$ cat config.mk
export PLATFORM = sky130hd
export DESIGN_NAME = fdiv_seq_ctrl
export DESIGN_NICKNAME = d
export VERILOG_FILES = /design/src/rtl/fdiv_seq_ctrl.sv
export SDC_FILE = /design/constraint.sdc
export NUM_CORES = 1
export LEC_CHECK = 0
export CELL_PAD_IN_SITES_DETAIL_PLACEMENT = 1
export CELL_PAD_IN_SITES_GLOBAL_PLACEMENT = 1
export CORE_UTILIZATION = 25
export CTS_BUF_LIST = sky130_fd_sc_hd__clkbuf_8
export DETAILED_ROUTE_END_ITERATION = 10
export PLACE_DENSITY_LB_ADDON = 0.1
export SYNTH_ARGS = -nofsm -noshare
export SYNTH_HDL_FRONTEND = slang
export SYNTH_SLANG_ARGS = --single-unit
$ cat constraint.sdc
create_clock -name clk -period 6.4 [get_ports clk]
set_input_delay 1.92 -clock clk [delete_from_list [all_inputs] [get_ports clk]]
set_output_delay 1.92 -clock clk [all_outputs]
set_load 0.005 [all_outputs]
$ cat src/rtl/fdiv_seq_ctrl.sv
// Sequencing and result-finishing wrapper around the combinational FP32 divider.
// Handles IEEE special cases and exponent range, returning quotient, rd tag and fflags.
module fdiv_seq_ctrl #(
    parameter int          DIV_LAT   = 2,
    parameter logic [31:0] CANON_NAN = 32'h7FC00000
) (
    input  logic        clk,
    input  logic        rst_n,
    input  logic        flush,
    input  logic        req_valid,
    output logic        req_ready,
    input  logic [31:0] req_a,
    input  logic [31:0] req_b,
    input  logic [4:0]  req_rd,
    output logic [31:0] div_n1,
    output logic [31:0] div_n2,
    input  logic [31:0] div_result,
    output logic        resp_valid,
    input  logic        resp_ready,
    output logic [31:0] resp_data,
    output logic [4:0]  resp_rd,
    output logic [4:0]  resp_flags,
    output logic        busy
);

    typedef enum logic [1:0] {S_IDLE, S_WAIT, S_DONE} state_t;

    localparam logic [3:0] CNT_INIT = 4'(DIV_LAT - 1);
    localparam logic [4:0] FL_NV = 5'b10000;
    localparam logic [4:0] FL_DZ = 5'b01000;
    localparam logic [4:0] FL_OF = 5'b00100;
    localparam logic [4:0] FL_UF = 5'b00010;
    localparam logic [4:0] FL_NX = 5'b00001;

    state_t      state_q, state_d;
    logic [3:0]  cnt_q;
    logic        sign_q;

    logic [7:0]  ea, eb;
    logic [22:0] fa, fb;
    logic        a_zero, a_inf, a_nan, a_snan;
    logic        b_zero, b_inf, b_nan, b_snan;
    logic        req_sign;
    logic signed [9:0] ediff;

    logic        spec_hit;
    logic [31:0] spec_data;
    logic [4:0]  spec_flags;
    logic [31:0] post_data;
    logic [4:0]  post_flags;

    assign ea       = req_a[30:23];
    assign eb       = req_b[30:23];
    assign fa       = req_a[22:0];
    assign fb       = req_b[22:0];
    assign req_sign = req_a[31] ^ req_b[31];

    // Denormals have e==0 and are deliberately treated as signed zero.
    assign a_zero = (ea == 8'h00);
    assign a_inf  = (ea == 8'hFF) && (fa == 23'd0);
    assign a_nan  = (ea == 8'hFF) && (fa != 23'd0);
    assign a_snan = a_nan && !fa[22];
    assign b_zero = (eb == 8'h00);
    assign b_inf  = (eb == 8'hFF) && (fb == 23'd0);
    assign b_nan  = (eb == 8'hFF) && (fb != 23'd0);
    assign b_snan = b_nan && !fb[22];

    assign ediff = $signed({2'b00, ea}) - $signed({2'b00, eb}) + 10'sd127;

    // NOTE: every combinational output gets a default first so no path can infer a latch.
    always_comb begin
        spec_hit   = 1'b1;
        spec_data  = '0;
        spec_flags = '0;
        if (a_nan || b_nan) begin
            spec_data  = CANON_NAN;
            spec_flags = (a_snan || b_snan) ? FL_NV : 5'd0;
        end else if ((a_inf && b_inf) || (a_zero && b_zero)) begin
            spec_data  = CANON_NAN;
            spec_flags = FL_NV;
        end else if (b_zero && !a_inf) begin
            spec_data  = {req_sign, 8'hFF, 23'd0};
            spec_flags = FL_DZ;
        end else if (a_inf) begin
            spec_data  = {req_sign, 8'hFF, 23'd0};
        end else if (b_inf || a_zero) begin
            spec_data  = {req_sign, 31'd0};
        end else if (ediff >= 10'sd255) begin
            spec_data  = {req_sign, 8'hFF, 23'd0};
            spec_flags = FL_OF | FL_NX;
        end else if (ediff <= 10'sd0) begin
            spec_data  = {req_sign, 31'd0};
            spec_flags = FL_UF | FL_NX;
        end else begin
            spec_hit   = 1'b0;
        end
    end

    // The divider itself does not saturate, so clamp its exponent extremes here.
    always_comb begin
        post_data  = div_result;
        post_flags = '0;
        if (div_result[30:23] == 8'hFF) begin
            post_data  = {sign_q, 8'hFF, 23'd0};
            post_flags = FL_OF | FL_NX;
        end else if (div_result[30:23] == 8'h00) begin
            post_data  = {sign_q, 31'd0};
            post_flags = FL_UF | FL_NX;
        end
    end

    always_comb begin
        state_d = state_q;
        case (state_q)
            S_IDLE:  if (req_valid) state_d = spec_hit ? S_DONE : S_WAIT;
            S_WAIT:  if (cnt_q == 4'd0) state_d = S_DONE;
            S_DONE:  if (resp_ready) state_d = S_IDLE;
            default: state_d = S_IDLE;
        endcase
        if (flush) state_d = S_IDLE;
    end

    // NOTE: all sequential state uses non-blocking assignments so every register samples pre-edge values.
    always_ff @(posedge clk) begin
        if (!rst_n) state_q <= S_IDLE;
        else        state_q <= state_d;
    end

    always_ff @(posedge clk) begin
        if (!rst_n) begin
            cnt_q      <= '0;
            sign_q     <= 1'b0;
            div_n1     <= '0;
            div_n2     <= '0;
            resp_data  <= '0;
            resp_rd    <= '0;
            resp_flags <= '0;
        end else if (flush) begin
            cnt_q      <= '0;
            resp_data  <= '0;
            resp_flags <= '0;
        end else begin
            case (state_q)
                S_IDLE: begin
                    if (req_valid) begin
                        div_n1  <= req_a;
                        div_n2  <= req_b;
                        resp_rd <= req_rd;
                        sign_q  <= req_sign;
                        if (spec_hit) begin
                            resp_data  <= spec_data;
                            resp_flags <= spec_flags;
                        end else begin
                            cnt_q <= CNT_INIT;
                        end
                    end
                end
                S_WAIT: begin
                    if (cnt_q == 4'd0) begin
                        resp_data  <= post_data;
                        resp_flags <= post_flags;
                    end else begin
                        cnt_q <= cnt_q - 4'd1;
                    end
                end
                default: ;
            endcase
        end
    end

    assign req_ready  = (state_q == S_IDLE);
    assign resp_valid = (state_q == S_DONE);
    assign busy       = (state_q != S_IDLE);

endmodule

==> qor.yml, run 1 <==
cts:
  clk_latency_ns: 0.46
  post_cts_buffers: 0
  cts_tree: "built"
  cts_root_buf: "clkbuf_8"
  htree_num_levels: 4
  postCtsResizedCells: 0
  clkSinkCount: 113
  clock_path_buffers: 2
  clk_pin_slew_ns: 0.08
  numCtsBuffers: 17
  ctsHoldBuffers: 0
worst_setup_path:
  critical_path.endpoint_type: "flip-flop"
  r2r-start: "state_q[1]"
  crit_arrival_ns: 5.49
  path_max_fanout: 25
  cp-start-kind: "input pin"
  path_class: "input pin to flip-flop"
  required_ns: 6.67
  cp-startpoint: "req_a[23]"
floorplan:
  fp-row-count: 53
  fp.dieH_um: 150
  start_util_pct: 25.7
  die_area_um2: 22400
  die_width_um: 150
  core_area_um2: 21200
  io_pins: 215
global_routing:
  use_met2_pct: 31.0
  met1_usage_pct: 22.2
  grt_max_degree: 72
  grt_pass1_wl_mm: 31.7
  first_global_vias: 5905
  gr-total-overflow: 0
  antenna_found_initial: 0
  grt_use_total_pct: 18.5
  grt.busiest_layer: "met2"
  grt_use_met3_pct: 6.37
placement:
  io_buffers: 214
  dpl_worst_slack_ns: 0.736
  hpwl_mm: 15.2
  place_congestion: 0.804
timing:
  setup_tns_ns: 0
  setup_violations: 0
  fmax_ghz: 0.192
  fin_ws_ns: 1.18
  relSlewSlack_pct: 27.4
  slew_violations: 0
  post-route-min-period_ns: 5.22
  hold_viol_final: 0
  clock_skew_ns: 0.0104
  grt_setup_unrepaired: "false"
  worst_pin_slew_ns: 1.09
  fin_crit_sh_pct: 81.6
yosys:
  synth_edf_count: 0
  synth_top_area_share_pct: 41.4
  synth_area_leaders: "dfxtp_1, nand2_1, a21boi_0"
  avgSynthCellArea_um2: 8.15
  ys_types: 67
  synth_warnings: 0
  ys_seq_area_share_pct: 41.4
  synth_seq_cells: 113
  synthTopCellsByCount: "nand2_1, dfxtp_1, a21boi_0"
  synth_area_um2: 5460
  yosys.area.top_type: "dfxtp_1"
  syn_inst: 670
  synth_top_flop_cell: "dfxtp_1"
  yosys.cell_count.top_type: "nand2_1"
  syn-num-nets: 787
  async_flop_share_pct: 0
drt:
  wl_per_cell_um: 18.0
  route.detailed.drc: 0
  ant_nets: 0
  via_per_inst: 4.95
  firstDrtPassIters: 4
  num_vias: 5702
  wl_mm: 20.8
  drt_iter0_drc: 152
worst_hold_path:
  hp-start: "div_n2[13]"
  hold_class: "flip-flop to flip-flop"
final_layout:
  num-fill-cells: 2504
  areaGrowthSynthToFinish_pct: 50.5
  drive_gt1_share_pct: 7.06
  seqCellArea_um2: 2260
  fin_util_pct: 38.7
  multiInputGateArea_um2: 2950
  num-nets-final: 982
  num_antenna_cells: 0
power:
  leakage_nw: 2.78
  ir_worst_vdd_uv: 111
  power.total_mw: 1.92
  p_per_area_nw_per_um2: 233
flow_run:
  drv_cap: 0
status:
  status: "finished, final reports clean"
## layout by cell type, fill, tap and decap left out, drive strengths merged, types with 6 or more instances in the layout
cell,instances
a21boi,70
a21oi,46
a311oi,12
buf,9
clkbuf,18
clkdlybuf4s50,213
dfxtp,113
ha,10
inv,17
nand2,163
nand4,32
nor2,26
nor2b,6
nor3,8
nor4,15
o21ai,30
## final timing paths
check	end	slack [ns]	cells after the start
worst max-delay path	resp_flags[0]	1.18	11
worst min-delay path	div_n2[13]	0.46	2
worst max register to register	div_n1[19]	3.63	7
worst min register to register	div_n2[13]	0.46	2
## kinds of logic (layout without fill, tap and decap cells)
kind of cell	count (synthesis)	after routing	share of synthesized area, %
AND/OR/NAND/NOR	281	281	23.8
multiplexers	2	2	0.390
buffers and inverters	61	269	4.74
XOR/XNOR	2	2	0.321
adder cells (fa/ha/maj)	11	11	2.66
flip-flops	113	113	41.4
AO/OA/AOI/OAI	200	200	26.7
## final cells by class
cell class / instances / area share (%)
clock inverter: 14 / 2.01
multi-input combinational: 496 / 35.9
clock buffer: 18 / 3.01
timing repair buffer: 222 / 26.7
tap: 275 / 4.19
sequential: 113 / 27.5
inverter: 15 / 0.685
## stage by stage
step	hold WS (ns)	instance area, µm²	std cells
floorplan	0.460	5460	670
global placement	0.452	7810	1121
detailed placement	0.460	7810	1121
CTS	0.470	8220	1153
global route	0.493	8220	1153
finish	0.464	8220	1153
## per-layer routing
layer | up-vias | routed length [µm]
met5 | - | 0
met4 | 0 | 265
met3 | 18 | 1450
met2 | 160 | 9990
met1 | 2737 | 9090
li1 | 2787 | -
## critical path, cell delays in order
cell and delay, ns:
clkdlybuf4s50_1 0.53, inv_1 0.06, ha_1 0.24, fa_1 0.39, nor2b_1 0.26, o221ai_2 0.20
a21bo_1 0.22, a221o_1 0.42, o2111a_2 0.47, nor2_2 0.57, a311oi_1 0.20
## sequential cells by signal, indices dropped and copies added (netlist names)
| name | cells |
|---|---|
| div_n1 | 32 |
| div_n2 | 32 |
| resp_data | 32 |
| resp_flags | 5 |
| resp_rd | 5 |
| cnt_q | 4 |
| state_q | 2 |
| sign_q | 1 |
## report_power, final
group | total [mW] | switching (mW) | leakage, nW | internal (mW)
combinational | 0.439 | 0.239 | 1.66 | 0.200
clock | 0.722 | 0.329 | 0.202 | 0.393
sequential | 0.757 | 0.0202 | 0.919 | 0.737
No activity file was read; power rests on OpenSTA's default activity.
==> run 2, diff against run 1 <==
- clock period: 6.4 -> 5 ns (I/O delays scaled with it)
==> run 2 against run 1 <==
Against the previous run:
- total power up 25%
- die area unchanged
- sequential share of layout area down 0.10 points
- register-to-register slack worse by 1.2 ns
- routed wire length down 1.3%
- global-route usage down 0.20 points
- first-iteration DRC count up 42%
- critical path depth unchanged
- clock skew up 0.0068 ns
- critical endpoint is now resp_data[24]
==> qor.yml, run 2 (synthesis results as in run 1) <==
cts:
  postCtsResizedCells: 0
  cts_root_buf: "clkbuf_8"
  clk_latency_ns: 0.45
  htree_num_levels: 4
  ctsHoldBuffers: 0
  clk_pin_slew_ns: 0.08
  numCtsBuffers: 17
  cts_tree: "built"
  post_cts_buffers: 0
  clock_path_buffers: 2
  clkSinkCount: 113
global_routing:
  grt_max_degree: 71
  antenna_found_initial: 0
  gr-total-overflow: 0
  grt_pass1_wl_mm: 31.7
  met1_usage_pct: 22.1
  grt_use_total_pct: 18.3
  use_met2_pct: 30.8
  first_global_vias: 5973
  grt.busiest_layer: "met2"
  grt_use_met3_pct: 6.07
timing:
  fin_crit_sh_pct: 90.5
  holdWs_ns: 0.464
  grt_setup_unrepaired: "false"
  relSlewSlack_pct: 24.9
  hold_viol_final: 0
  setup_tns_ns: 0
  fin_ws_ns: 0.473
  slew_violations: 0
  post-route-min-period_ns: 4.53
  fmax_ghz: 0.221
  worst_pin_slew_ns: 1.13
  setup_violations: 0
  clock_skew_ns: 0.0172
worst_hold_path:
  hold_class: "flip-flop to flip-flop"
  holdPathEnd: "div_n2[13]"
  hold_depth: 2
  hp-start: "div_n2[13]"
final_layout:
  areaGrowthSynthToFinish_pct: 51.1
  final_cell_mix: "clkdlybuf4s50_1, nand2_1, dfxtp_1"
  final_area_um2: 8250
  drive_gt1_share_pct: 7.80
  num_antenna_cells: 0
  mostFrequentLayoutCell: "clkdlybuf4s50_1"
  fin_util_pct: 38.9
  fin_cells: 1160
  num-nets-final: 989
  reg_top3: "div_n1: 32 flops, div_n2: 32 flops, resp_data: 32 flops"
drt:
  firstDrtPassIters: 4
  drt_iter0_drc: 216
  wl_mm: 20.5
  ant_nets: 0
  route.detailed.drc: 0
  num_vias: 5739
  wl_per_cell_um: 17.7
  via_per_inst: 4.95
worst_setup_path:
  path_class: "input pin to flip-flop"
  crit_arrival_ns: 4.85
  slowest_stage: "a2111oi_1"
  rr_endpoint: "resp_data[24]"
  cp_top_family: "compound AO/OA/AOI/OAI gates"
  cp-start-kind: "input pin"
  reg2reg_depth: 8
  critPathMaxStageDelay_ns: 0.56
  path_cells: "clkdlybuf4s50_1 -> inv_1 -> ha_1 -> o211a_1 -> a2111oi_1 -> a21oi_1 -> nand2_4 -> o2111a_2 -> nor2_2 -> buf_4 -> a311oi_1"
  critical_path.endpoint_type: "flip-flop"
  rrSetupSlack_ns: 2.48
  r2r-start: "state_q[0]"
  path_max_fanout: 25
  timing.critical_path.buf_inv: 3
  required_ns: 5.32
flow_run:
  drv_cap: 0
placement:
  place_congestion: 0.811
  dpl_worst_slack_ns: 0.0760
  hpwl_mm: 15.1
  post-place-cells: 1128
  placed_area_um2: 7870
  io_buffers: 214
floorplan:
  die_area_um2: 22400
  fp-row-count: 53
  start_util_pct: 25.7
  io_pins: 215
  die_width_um: 150
  core_area_um2: 21200
  fp.dieH_um: 150
power:
  leakage_nw: 2.82
  p_per_area_nw_per_um2: 291
  power.total_mw: 2.40
  ir_worst_vdd_uv: 145
status:
  status: "finished, final reports clean"
[run 2: cell type report]
class                           instances  area, µm²
Tap cell                              275        344
Inverter                               15       56.3
Sequential cell                       113       2260
Clock buffer                           18        248
Multi-Input combinational cell        496       2950
Timing Repair Buffer                  229       2260
Clock inverter                         14        130
Fill cell                            2518      13000
[run 2: worst max path at each step]
stage / to / slack [ns] / from / cells after the start
finish: resp_data[24] / 0.47 / req_b[27] / 11
global route: resp_data[24] / 0.24 / req_a[23] / 12
CTS: resp_data[24] / 0.56 / req_a[23] / 12
detailed placement: resp_data[24] / 0.08 / req_a[23] / 12
global placement: resp_data[26] / 0.16 / req_a[23] / 12
floorplan: resp_data[23] / 1.06 / req_a[23] / 11
[run 2: worst min-delay path, delay by kind of cell, from the launching register on]
kind	cells	cell delay (ns)
simple gates	1	0.05
flops	1	0.31
compound gates	1	0.06
[run 2: power breakdown]
part / total, mW / switching, mW / internal [mW]
sequential: 0.969 / 0.0260 / 0.943
combinational: 0.580 / 0.306 / 0.274
clock: 0.850 / 0.439 / 0.412
[run 2: per-layer routing]
layer  vias to the layer above  share of wire (%)
li1                       2795                  -
met1                      2754                 43
met2                       177                 48
met3                        13                7.7
met4                         0                1.2
met5                         -                  0
